**src/rtl/dm_arbiter_if.sv**
```systemverilog
// dm_arbiter_if: bundle between the two data-memory requesters, the arbiter
// and the single-ported data memory.
//   pN_req/we/addr/wdata/funct3 : request fields from port N (0 = CPU, 1 = debug/DMA)
//   pN_gnt/rvalid/rdata         : grant, load-data valid pulse and load data back to port N
//   p1_starved                  : port 1 has waited the maximum number of cycles
//   MemRead/MemWrite/a/wd/Funct3: access presented to the data memory
//   rd                          : data memory read data (combinational from a/Funct3)
// Modports: slave = arbiter side, master = requesters + memory side.
interface dm_arbiter_if #(
  parameter int DM_ADDRESS = 9,
  parameter int DATA_W     = 32
);
  logic                  p0_req, p0_we, p0_gnt, p0_rvalid;
  logic [DM_ADDRESS-1:0] p0_addr;
  logic [DATA_W-1:0]     p0_wdata, p0_rdata;
  logic [2:0]            p0_funct3;
  logic                  p1_req, p1_we, p1_gnt, p1_rvalid;
  logic [DM_ADDRESS-1:0] p1_addr;
  logic [DATA_W-1:0]     p1_wdata, p1_rdata;
  logic [2:0]            p1_funct3;
  logic                  p1_starved;
  logic                  MemRead, MemWrite;
  logic [DM_ADDRESS-1:0] a;
  logic [DATA_W-1:0]     wd, rd;
  logic [2:0]            Funct3;

  modport slave (
    input  p0_req, p0_we, p0_addr, p0_wdata, p0_funct3,
    input  p1_req, p1_we, p1_addr, p1_wdata, p1_funct3,
    input  rd,
    output p0_gnt, p0_rvalid, p0_rdata,
    output p1_gnt, p1_rvalid, p1_rdata, p1_starved,
    output MemRead, MemWrite, a, wd, Funct3
  );

  modport master (
    output p0_req, p0_we, p0_addr, p0_wdata, p0_funct3,
    output p1_req, p1_we, p1_addr, p1_wdata, p1_funct3,
    output rd,
    input  p0_gnt, p0_rvalid, p0_rdata,
    input  p1_gnt, p1_rvalid, p1_rdata, p1_starved,
    input  MemRead, MemWrite, a, wd, Funct3
  );
endinterface

```
**src/rtl/dm_arbiter.sv**
```systemverilog
// dm_arbiter: shares the single-ported data memory between the CPU load/store
// path (port 0) and a secondary master (port 1). One access per cycle, granted
// combinationally; load data is registered back to the winner one cycle later.
// Port 1 starvation is bounded by a saturating wait counter.
// Ports:
//   clk     : system clock, rising edge
//   reset_n : synchronous active-low reset
//   bus     : dm_arbiter_if.slave (requests, grants, load data, memory side)
module dm_arbiter #(
  parameter int DM_ADDRESS   = 9,
  parameter int DATA_W       = 32,
  parameter int CPU_PRIORITY = 1,
  parameter int MAX_WAIT     = 8
) (
  input  logic          clk,
  input  logic          reset_n,
  dm_arbiter_if.slave   bus
);
  localparam int NP = 2;

  logic [NP-1:0]                 w_req, w_we, w_gnt;
  logic [NP-1:0][DM_ADDRESS-1:0] w_addr;
  logic [NP-1:0][DATA_W-1:0]     w_wdata;
  logic [NP-1:0][2:0]            w_f3;
  logic                          w_any, w_win, w_starved;
  logic                          w_mrd, w_mwr;
  logic [DM_ADDRESS-1:0]         w_a;
  logic [DATA_W-1:0]             w_wd;
  logic [2:0]                    w_fn;

  logic [NP-1:0]                 r_rvalid;
  logic [NP-1:0][DATA_W-1:0]     r_rdata;
  logic                          r_last;   // port granted most recently
  logic [7:0]                    r_wait;

  assign w_req   = {bus.p1_req,    bus.p0_req};
  assign w_we    = {bus.p1_we,     bus.p0_we};
  assign w_addr  = {bus.p1_addr,   bus.p0_addr};
  assign w_wdata = {bus.p1_wdata,  bus.p0_wdata};
  assign w_f3    = {bus.p1_funct3, bus.p0_funct3};

  // Gated by reset_n so the flag reads 0 while reset is held.
  assign w_starved = reset_n && (r_wait == 8'(MAX_WAIT));

  always_comb begin
    w_gnt = '0;
    if (reset_n) begin
      if (&w_req) begin
        if (w_starved)             w_gnt = 2'b10;
        else if (CPU_PRIORITY != 0) w_gnt = 2'b01;
        else                       w_gnt = r_last ? 2'b01 : 2'b10;
      end else begin
        w_gnt = w_req;
      end
    end
  end

  assign w_any = |w_gnt;
  assign w_win = w_gnt[1];

  always_comb begin
    w_mrd = 1'b0;
    w_mwr = 1'b0;
    w_a   = '0;
    w_wd  = '0;
    w_fn  = '0;
    if (w_any) begin
      w_mrd = ~w_we[w_win];
      w_mwr =  w_we[w_win];
      w_a   = w_addr[w_win];
      w_wd  = w_wdata[w_win];
      w_fn  = w_f3[w_win];
    end
  end

  always_ff @(posedge clk) begin
    if (!reset_n) begin
      r_last <= 1'b1;   // port 0 wins the first round-robin tie
      r_wait <= '0;
    end else begin
      if (w_any) r_last <= w_win;
      if (w_gnt[1] || !w_req[1])        r_wait <= '0;
      else if (r_wait != 8'(MAX_WAIT))  r_wait <= r_wait + 8'd1;
    end
  end

  // Load return path: rd sampled at the end of the grant cycle.
  for (genvar p = 0; p < NP; p++) begin : g_port
    always_ff @(posedge clk) begin
      if (!reset_n) begin
        r_rvalid[p] <= 1'b0;
        r_rdata[p]  <= '0;
      end else begin
        r_rvalid[p] <= w_gnt[p] & ~w_we[p];
        if (w_gnt[p] && !w_we[p]) r_rdata[p] <= bus.rd;
      end
    end
  end

  assign bus.p0_gnt     = w_gnt[0];
  assign bus.p1_gnt     = w_gnt[1];
  assign bus.p0_rvalid  = r_rvalid[0];
  assign bus.p1_rvalid  = r_rvalid[1];
  assign bus.p0_rdata   = r_rdata[0];
  assign bus.p1_rdata   = r_rdata[1];
  assign bus.p1_starved = w_starved;
  assign bus.MemRead    = w_mrd;
  assign bus.MemWrite   = w_mwr;
  assign bus.a          = w_a;
  assign bus.wd         = w_wd;
  assign bus.Funct3     = w_fn;
endmodule

```
**src/flat_wrapper.sv**
```systemverilog
// flat-port wrapper written by rule: the top's interface ports become plain ports
module dm_arbiter_flat 
#(
  parameter int DM_ADDRESS   = 9,
  parameter int DATA_W       = 32,
  parameter int CPU_PRIORITY = 1,
  parameter int MAX_WAIT     = 8
)
  (clk, reset_n, bus_p0_req, bus_p0_we, bus_p0_addr, bus_p0_wdata, bus_p0_funct3, bus_p1_req, bus_p1_we, bus_p1_addr, bus_p1_wdata, bus_p1_funct3, bus_rd, bus_p0_gnt, bus_p0_rvalid, bus_p0_rdata, bus_p1_gnt, bus_p1_rvalid, bus_p1_rdata, bus_p1_starved, bus_MemRead, bus_MemWrite, bus_a, bus_wd, bus_Funct3);
  dm_arbiter_if #(.DM_ADDRESS(DM_ADDRESS), .DATA_W(DATA_W)) bus_i ();
  input  logic clk;
  input  logic reset_n;
  input wire logic [$bits(bus_i.p0_req)-1:0] bus_p0_req;
  input wire logic [$bits(bus_i.p0_we)-1:0] bus_p0_we;
  input wire logic [$bits(bus_i.p0_addr)-1:0] bus_p0_addr;
  input wire logic [$bits(bus_i.p0_wdata)-1:0] bus_p0_wdata;
  input wire logic [$bits(bus_i.p0_funct3)-1:0] bus_p0_funct3;
  input wire logic [$bits(bus_i.p1_req)-1:0] bus_p1_req;
  input wire logic [$bits(bus_i.p1_we)-1:0] bus_p1_we;
  input wire logic [$bits(bus_i.p1_addr)-1:0] bus_p1_addr;
  input wire logic [$bits(bus_i.p1_wdata)-1:0] bus_p1_wdata;
  input wire logic [$bits(bus_i.p1_funct3)-1:0] bus_p1_funct3;
  input wire logic [$bits(bus_i.rd)-1:0] bus_rd;
  output wire logic [$bits(bus_i.p0_gnt)-1:0] bus_p0_gnt;
  output wire logic [$bits(bus_i.p0_rvalid)-1:0] bus_p0_rvalid;
  output wire logic [$bits(bus_i.p0_rdata)-1:0] bus_p0_rdata;
  output wire logic [$bits(bus_i.p1_gnt)-1:0] bus_p1_gnt;
  output wire logic [$bits(bus_i.p1_rvalid)-1:0] bus_p1_rvalid;
  output wire logic [$bits(bus_i.p1_rdata)-1:0] bus_p1_rdata;
  output wire logic [$bits(bus_i.p1_starved)-1:0] bus_p1_starved;
  output wire logic [$bits(bus_i.MemRead)-1:0] bus_MemRead;
  output wire logic [$bits(bus_i.MemWrite)-1:0] bus_MemWrite;
  output wire logic [$bits(bus_i.a)-1:0] bus_a;
  output wire logic [$bits(bus_i.wd)-1:0] bus_wd;
  output wire logic [$bits(bus_i.Funct3)-1:0] bus_Funct3;
  assign bus_i.p0_req = bus_p0_req;
  assign bus_i.p0_we = bus_p0_we;
  assign bus_i.p0_addr = bus_p0_addr;
  assign bus_i.p0_wdata = bus_p0_wdata;
  assign bus_i.p0_funct3 = bus_p0_funct3;
  assign bus_i.p1_req = bus_p1_req;
  assign bus_i.p1_we = bus_p1_we;
  assign bus_i.p1_addr = bus_p1_addr;
  assign bus_i.p1_wdata = bus_p1_wdata;
  assign bus_i.p1_funct3 = bus_p1_funct3;
  assign bus_i.rd = bus_rd;
  assign bus_p0_gnt = bus_i.p0_gnt;
  assign bus_p0_rvalid = bus_i.p0_rvalid;
  assign bus_p0_rdata = bus_i.p0_rdata;
  assign bus_p1_gnt = bus_i.p1_gnt;
  assign bus_p1_rvalid = bus_i.p1_rvalid;
  assign bus_p1_rdata = bus_i.p1_rdata;
  assign bus_p1_starved = bus_i.p1_starved;
  assign bus_MemRead = bus_i.MemRead;
  assign bus_MemWrite = bus_i.MemWrite;
  assign bus_a = bus_i.a;
  assign bus_wd = bus_i.wd;
  assign bus_Funct3 = bus_i.Funct3;
  dm_arbiter #(.DM_ADDRESS(DM_ADDRESS), .DATA_W(DATA_W), .CPU_PRIORITY(CPU_PRIORITY), .MAX_WAIT(MAX_WAIT)) u_core (.clk(clk), .reset_n(reset_n), .bus(bus_i));
endmodule
```
**config.mk**
```make
export PLATFORM = sky130hd
export DESIGN_NAME = dm_arbiter_flat
export DESIGN_NICKNAME = d
export VERILOG_FILES = /design/src/rtl/dm_arbiter_if.sv /design/src/rtl/dm_arbiter.sv /design/src/flat_wrapper.sv
export SDC_FILE = /design/constraint.sdc
export NUM_CORES = 1
export LEC_CHECK = 0
export CORE_MARGIN = 4
export CORE_UTILIZATION = 36
export DETAILED_ROUTE_END_ITERATION = 8
export PLACE_DENSITY = 0.84
export SLEW_MARGIN = 20
export SYNTH_ARGS = -nofsm -noshare
export SYNTH_HDL_FRONTEND = slang
export SYNTH_SLANG_ARGS = --single-unit
```
**constraint.sdc**
```tcl
create_clock -name clk -period 2.29 [get_ports clk]
set_clock_uncertainty 0.05 [all_clocks]
set_input_delay 0.3435 -clock clk [delete_from_list [all_inputs] [get_ports clk]]
set_output_delay 0.3435 -clock clk [all_outputs]
set_load 0.02 [all_outputs]
```
==> results by group, run 1 <==
Detailed routing
  – Routed Antenna Nets: 0
  – Routed len/inst: 17.3 um
  – Detailed Route Iter0 Violations: 228
  – Via count: 4416
  – DRC Markers: 0
  – Detailed Routing Iterations Pass 1: 5
  – Post-Route WL: 15.3 mm
  – Routed vias/inst: 4.99

Yosys
  – Syn_nets: 615
  – Sequential cell area fraction in the yosys report: 0.409
  – Number of synthesized register bits: 74
  – Syn avg cell area: 7.43 um2
  – Yosys cell types: 29
  – Synth area leaders: dfxtp_1 (41%), nand2_1 (11%), nand3_1 (11%)
  – Yosys top cell by area: dfxtp_1
  – Cells after Synth: 487
  – Synth Warn #: 0
  – Synth Cell Area: 3620 um2
  – Area share of the largest cell type after synthesis: 0.409

Timing
  – Fin. max-slew vios: 0
  – Fin. Hold Viols: 0
  – Fin crit period: 2.60 ns
  – Slew @ Worst Pin: 0.595 ns
  – Unrepaired setup endpoints after global routing: yes
  – Fin crit share: 1.13
  – Final setup vio count: 71
  – Max Clock Freq: 385 MHz
  – Final setup margin: -0.307 ns
  – Max-slew headroom: 0.603

Run status
  – Failing checks: setup timing
  – Status: complete, but fails checks

Worst setup path
  – Worst path arrival time: 2.20 ns
  – Worst Path Buf+Inv: 4
  – CP Launch Type: register
  – CP max stage delay: 0.49 ns
  – Kind of critical path: register to primary output
  – Crit-path cells: inv_2, ha_1, or4b_4, o21ai_4, buf_6, buf_12, nand3_1, o21ai_1, buf_4
  – CP max stage cell: or4b_4
  – CP endpoint kind: primary output
  – CP delay by family, top: simple AND/OR/NAND/NOR gates
  – Crit path max fanout: 19
  – CP required: 1.90 ns

Global route
  – Number of antenna violations at the first check in global routing: 0
  – Total GRT Usage: 0.234
  – First-pass GRT wire length: 21.9 mm
  – Grt total ovfl: 0
  – Vias in the first global route: 4373
  – Largest net degree at the start of global routing: 60

Placed design
  – Global placer's final weighted congestion: 0.867
  – Number of port buffers: 240
  – HPWL after DPL: 10.5 mm

Layout
  – Layout Utilization: 0.694
  – Share of cells above drive strength 1: 0.178
  – Area grow syn2layout: 87.3%
  – Fill count: 752
  – Net count, final: 875
  – Ant. Diodes: 0
  – Most frequent cells in the layout: clkdlybuf4s50_1 (190), nand2_1 (110), nand3_1 (79)
  – Commonest non-fill, non-tap cell in the layout: clkdlybuf4s50_1

Floorplanning
  – Row cnt: 36
  – Die ar.: 11700 um2
  – Core area: 9770 um2
  – Top Ports: 241
  – Die width: 108 um
  – Die Ht: 108 um
  – Initial core utilization: 0.370

Clock network
  – Clock Path Buffers: 2
  – Clk pin slew, worst setup/hold paths: 0.08 ns
  – Clock sinks: 74
  – TritonCTS clock tree: done
  – Inserted Clock Buffers: 9
  – CTS root buffer: clkbuf_8
  – Clk_lat worst skew: 0.34 ns
  – # hold bufs at CTS: 0
  – H-tree Lvls: 3

Pwr
  – Total power density per cell area: 475 nW/um2
  – Peak supply drop: 0.359 mV
  – Final Power: 3220 uW
  – Leakage power: 0.00296 uW

Run
  – Maxcap violations: 0

Hold path
  – Hold/Removal Path Class: register to register
-- routing by layer --
| metal | part of all wire | up-vias | GRT usage |
|---|---|---|---|
| met5 | 0 | - | 0 |
| met2 | 0.49 | 186 | 0.413 |
| met4 | 0.025 | 0 | 0.0757 |
| met3 | 0.080 | 33 | 0.0675 |
| li1 | - | 2127 | - |
| met1 | 0.40 | 2070 | 0.271 |
-- what timing repair did --
action / 4_1_cts / 5_1_grt
gates resized for setup: 250 / 58
buffers inserted: 6 / 4
gates cloned: 3 / 7
pin swaps: 2 / 7
setup endpoints to repair: 82 / 94
-- synth_stat cells (all sizes together) --
library cell and number:
ha 2, clkbuf 23, nor2b 1, nand3 82, and3 2, and2 3, dfxtp 74, or4b 1
buf 19, nor2 10, a211o 1, or3b 1, a21oi 1, inv 36, mux2i 32, nand2 110
o2111ai 1, nand2b 1, xor2 5, xnor2 1, o21a 2, o21ai 79
-- area by class of cell --
type,count,area [um2],share of cell area
multi-input cells,335,1830,0.270
inverters,36,135,0.0199
repair buffers,291,2990,0.440
well taps,133,166,0.0245
clock buffers,9,124,0.0183
clock inverters,7,52.6,0.00775
flip-flops and latches,74,1480,0.219
-- per-stage QoR --
stage / area (um2) / setup TNS, ns / instances / setup slack (ns) / hold WS (ns)
3_3_place_gp: 6280 / -15.72 / 851 / -0.370 / 0.387
2_1_floorplan: 3620 / 0 / 487 / 0.0739 / 0.398
6_report: 6780 / -13.43 / 885 / -0.307 / 0.406
5_1_grt: 6780 / -20.55 / 885 / -0.401 / 0.431
3_5_place_dp: 6280 / -20.14 / 851 / -0.429 / 0.398
4_1_cts: 6500 / -12.59 / 876 / -0.295 / 0.405
-- report_power, final --
part / switching [uW] / internal, uW / leakage, uW
Sequential: 28.0 / 1340 / 0.000604
Combinational: 439 / 502 / 0.00226
Clock: 514 / 401 / 0.0000900
Total: 982 / 2240 / 0.00296
-- kinds of logic (layout without fill, tap and decap cells) --
family	after synthesis	count (layout)	share of synthesized area
xor+xnor	6	6	0.0145
mux	32	32	0.0885
compound gates	84	84	0.121
fa+ha+maj	2	2	0.00691
buf+inv	78	343	0.103
simple gates	211	211	0.257
flops	74	74	0.409
-- tightest hold or removal path, delay by kind of cell (launching register included) --
family	cells	cell delay [ns]
AO/OA/AOI/OAI	1	0.05
AND/OR/NAND/NOR	1	0.05
flip-flops	1	0.32
-- flip-flops by register name (all words and copies together) (netlist names) --
register              cells
u_core.bus.p0_rdata      32
u_core.bus.p1_rdata      32
u_core.r_wait             8
u_core.bus.p0_rvalid      1
u_core.bus.p1_rvalid      1
-- path summary, 6_finish.rpt --
| check | startpoint | to | slack (ns) | cells after the start |
|---|---|---|---|---|
| max reg2reg | u_core.r_wait[0]$_SDFFE_PP0P_ | u_core.bus.p1_rdata[13]$_SDFFE_PN0P_ | -0.04 | 12 |
| min reg2reg | u_core.bus.p1_rdata[17]$_SDFFE_PN0P_ | u_core.bus.p1_rdata[17]$_SDFFE_PN0P_ | 0.41 | 2 |
| min | u_core.bus.p1_rdata[17]$_SDFFE_PN0P_ | u_core.bus.p1_rdata[17]$_SDFFE_PN0P_ | 0.41 | 2 |
| max | u_core.r_wait[0]$_SDFFE_PP0P_ | bus_wd[13] | -0.31 | 9 |
No activity file was read; power rests on OpenSTA's default activity.
==> run 2, diff against run 1 <==
--- a/config.mk
+++ b/config.mk
@@ -6,9 +6,9 @@
 export NUM_CORES = 1
 export LEC_CHECK = 0
 export CORE_MARGIN = 4
-export CORE_UTILIZATION = 36
+export CORE_UTILIZATION = 33
 export DETAILED_ROUTE_END_ITERATION = 8
-export PLACE_DENSITY = 0.84
+export PLACE_DENSITY = 0.81
 export SLEW_MARGIN = 20
 export SYNTH_ARGS = -nofsm -noshare
 export SYNTH_HDL_FRONTEND = slang
==> constraint.sdc (replaced) <==
create_clock -name clk -period 2.32 [get_ports clk]
set_clock_uncertainty 0.05 [all_clocks]
set_input_delay 0.348 -clock clk [delete_from_list [all_inputs] [get_ports clk]]
set_output_delay 0.348 -clock clk [all_outputs]
set_load 0.02 [all_outputs]
==> run 2 against run 1 <==
  * The flow still finishes with violations (setup timing)
  * Global-route usage down 2.0 points
  * Worst setup slack gained 0.0044 ns
  * Clock power increased by 5.6%
  * Highest routed layer unchanged
  * Count of clock-buffer cells in the layout rose by 1
  * Register-to-register slack improved by 0.17 ns
  * Largest power group unchanged
  * Hold slack improved by 0.0017 ns
  * Critical endpoint is now bus_wd[10]
  * Critical path type unchanged
  * Utilization is 4.9 points lower
  * Routed wire length decreased by 2.6%
  * Critical path depth increased by 1
  * Largest cell class unchanged
  * Flip-flop and latch count unchanged
  * Via count is 0.93% lower
  * Die area increased by 8.4%
==> results by group, run 2 (synthesis gave the netlist of run 1 again) <==
Layout
  – Net count, final: 871 (was 875)
  – Count of non-filler cells in the finished layout: 883 (was 885)
  – Commonest non-fill, non-tap cell in the layout: clkdlybuf4s50_1 (unchanged)
  – Fin area: 6770 um2 (was 6780 um2)
  – Area grow syn2layout: 87.1% (was 87.3%)
  – Ant. Diodes: 0 (unchanged)
  – Most frequent cells in the layout: clkdlybuf4s50_1 (190), nand2_1 (110), dfxtp_1 (72) (was clkdlybuf4s50_1 (190), nand2_1 (110), nand3_1 (79))
  – Fill count: 886 (was 752)
  – Share of cells above drive strength 1: 0.195 (was 0.178)

Timing
  – Final setup vio count: 47 (was 71)
  – Final setup margin: -0.303 ns (was -0.307 ns)
  – Fin crit period: 2.62 ns
  – Fin. max-slew vios: 0 (unchanged)
  – Fin. Hold Viols: 0 (unchanged)
  – Max-slew headroom: 0.666 (was 0.603)
  – Fin crit share: 1.13
  – Max Clock Freq: 381 MHz
  – Slew @ Worst Pin: 0.501 ns (was 0.595 ns)
  – Unrepaired setup endpoints after global routing: yes (unchanged)

Detailed routing
  – Routed length on met3: 864 um (was 1.23 mm)
  – Met2 Routed Length: 7.57 mm (was 7.53 mm)
  – Wl on met1: 6.12 mm (was 6.13 mm)
  – Post-Route WL: 14.9 mm (was 15.3 mm)
  – Via count: 4375 (was 4416)
  – DR top layer: met4 (unchanged)
  – DRC Markers: 0 (unchanged)
  – Detailed Routing Iterations Pass 1: 5 (unchanged)
  – Routed len/inst: 16.8 um (was 17.3 um)
  – Routed vias/inst: 4.95 (was 4.99)
  – Routed Antenna Nets: 0 (unchanged)
  – Detailed Route Iter0 Violations: 329 (was 228)

Pwr
  – Final Power: 3260 uW (was 3220 uW)
  – Peak supply drop: 0.497 mV (was 0.359 mV)
  – Switch share: 0.282 (was 0.305)
  – Psw: 919 uW (was 982 uW)
  – Sequential power share: 0.415 (was 0.424)
  – Comb power frac: 0.289 (was 0.292)
  – Int Pwr: 2340 uW (was 2240 uW)
  – Leakage power: 0.00291 uW (was 0.00296 uW)
  – Total power density per cell area: 481 nW/um2 (was 475 nW/um2)
  – Clock network fraction of design power: 0.297 (was 0.284)

Clock network
  – # hold bufs at CTS: 0 (unchanged)
  – CTS root buffer: clkbuf_8 (unchanged)
  – Clock Path Buffers: 2 (unchanged)
  – Inserted Clock Buffers: 9 (unchanged)
  – TritonCTS clock tree: done (unchanged)
  – H-tree Lvls: 3 (unchanged)
  – Clk pin slew, worst setup/hold paths: 0.07 ns (was 0.08 ns)
  – Clock sinks: 74 (unchanged)
  – Clk_lat worst skew: 0.33 ns (was 0.34 ns)

Placed design
  – Placed cell area: 6350 um2 (was 6280 um2)
  – Placed Instances: 858 (was 851)
  – Setup slack at placement: -0.423 ns (was -0.429 ns)
  – Global placer's final weighted congestion: 0.855 (was 0.867)
  – Number of port buffers: 240 (unchanged)
  – HPWL after DPL: 10.3 mm (was 10.5 mm)

Hold path
  – Hold path start: u_core.bus.p1_rdata[14]$_SDFFE_PN0P_ (was u_core.bus.p1_rdata[17]$_SDFFE_PN0P_)
  – Hold EP: u_core.bus.p1_rdata[14]$_SDFFE_PN0P_ (was u_core.bus.p1_rdata[17]$_SDFFE_PN0P_)
  – Worst Hold Depth: 2 (unchanged)
  – Hold/Removal Path Class: register to register (unchanged)

Floorplanning
  – Top Ports: 241 (unchanged)
  – Die width: 113 um (was 108 um)
  – Core area: 10500 um2 (was 9770 um2)
  – Initial core utilization: 0.344 (was 0.370)
  – Row cnt: 37 (was 36)
  – Die ar.: 12700 um2 (was 11700 um2)
  – Die Ht: 113 um (was 108 um)

Worst setup path
  – Worst r2r path cells: 8 (was 12)
  – CP Launch Type: register (unchanged)
  – CP max stage cell: or4b_4 (unchanged)
  – Crit path max fanout: 6 (was 19)
  – Worst path arrival time: 2.22 ns (was 2.20 ns)
  – CP required: 1.92 ns (was 1.90 ns)
  – Kind of critical path: register to primary output (unchanged)
  – Critical Path Most Common Cell: buf_6
  – CP endpoint kind: primary output (unchanged)
  – Crit-path cells: inv_2, ha_4, or4b_4, o21ai_4, buf_8, buf_6, buf_6, nand3_2, o21ai_2, buf_6 (was inv_2, ha_1, or4b_4, o21ai_4, buf_6, buf_12, nand3_1, o21ai_1, buf_4)
  – CP max stage delay: 0.48 ns (was 0.49 ns)
  – R2r startpoint: u_core.r_wait[0]$_SDFFE_PP0P_ (unchanged)
  – Flop2flop setup slack: 0.13 ns (was -0.04 ns)
  – Reg-to-reg endpoint: u_core.bus.p0_rdata[14]$_SDFFE_PN0P_ (was u_core.bus.p1_rdata[13]$_SDFFE_PN0P_)

Global route
  – Number of antenna violations at the first check in global routing: 0 (unchanged)
  – Total GRT Usage: 0.213 (was 0.234)
  – Vias in the first global route: 4314 (was 4373)
  – First-pass GRT wire length: 22.4 mm (was 21.9 mm)
  – Grt total ovfl: 0 (unchanged)
  – Largest net degree at the start of global routing: 46 (was 60)

Run status
  – Failing checks: setup timing (unchanged)
  – Status: complete, but fails checks (unchanged)

Run
  – Maxcap violations: 0 (unchanged)
==> run 2: cell types whose count changed in the layout (fill, tap and decap cells not counted), moves of 4 or more <==
cell,previous run,this run
nand3_1,79,69
clkbuf_16,6,1
buf_6,9,14
o21ai_0,15,30
o21ai_2,3,7
o21ai_1,60,40
buf_4,70,65
nand3_2,2,12
==> run 2: worst max path at each step <==
stage / start / to / slack [ns] / cells past startpoint
after global placement: u_core.r_wait[0]$_SDFFE_PP0P_ / bus_wd[14] / -0.38 / 9
after global routing: u_core.r_wait[0]$_SDFFE_PP0P_ / bus_wd[10] / -0.38 / 10
final: u_core.r_wait[0]$_SDFFE_PP0P_ / bus_wd[10] / -0.30 / 10
after CTS: u_core.r_wait[0]$_SDFFE_PP0P_ / bus_wd[25] / -0.26 / 9
after detailed placement: u_core.r_wait[0]$_SDFFE_PP0P_ / bus_wd[31] / -0.42 / 9
after floorplan: u_core.r_wait[0]$_SDFFE_PP0P_ / bus_MemRead / 0.1 / 8
==> run 2: what timing repair did <==
item,CTS,global route
pin swaps,3,7
setup endpoints to repair,61,81
setup buffers,5,3
gates resized for setup,265,55
gates cloned,2,1
==> run 2: final cells by class <==
cell class                      instances  area, um2  share of cell area
Timing Repair Buffer                  287       2880               0.425
Sequential cell                        74       1480               0.219
Multi-Input combinational cell        335       1920               0.283
Tap cell                              136        170              0.0251
Clock inverter                          5       55.1             0.00813
Inverter                               36        135              0.0200
Clock buffer                           10        138              0.0203
==> run 2: worst max-delay path: cells and delay by family, from the launching register on <==
kind	cells	cell delay [ns]
buf+inv	5	0.60
simple gates	2	0.56
flops	1	0.33
compound gates	2	0.29
fa+ha+maj	1	0.11
==> run 2: stage by stage <==
stage,hold slack [ns],TNS (ns),util
detailed placement,0.398,-16.63,0.604
CTS,0.410,-10.0,0.625
global placement,0.391,-15.49,0.604
global route,0.429,-15.31,0.644
finish,0.408,-11.24,0.644
floorplan,0.398,0,-
==> run 2: power groups by stage <==
stage / Sequential [uW] / Clock [uW] / Combinational, uW
2_1_floorplan: 1440 / 0 / 291
3_3_place_gp: 1380 / 0 / 876
3_5_place_dp: 1380 / 0 / 892
4_1_cts: 1350 / 999 / 899
5_1_grt: 1360 / 1060 / 994
6_report: 1350 / 966 / 940
==> run 2: per-layer routing <==
| metal | GRT usage | vias to the layer above |
|---|---|---|
| met5 | 0 | - |
| met4 | 0.0657 | 0 |
| met3 | 0.0449 | 26 |
| met2 | 0.371 | 154 |
| met1 | 0.264 | 2075 |
| li1 | - | 2120 |
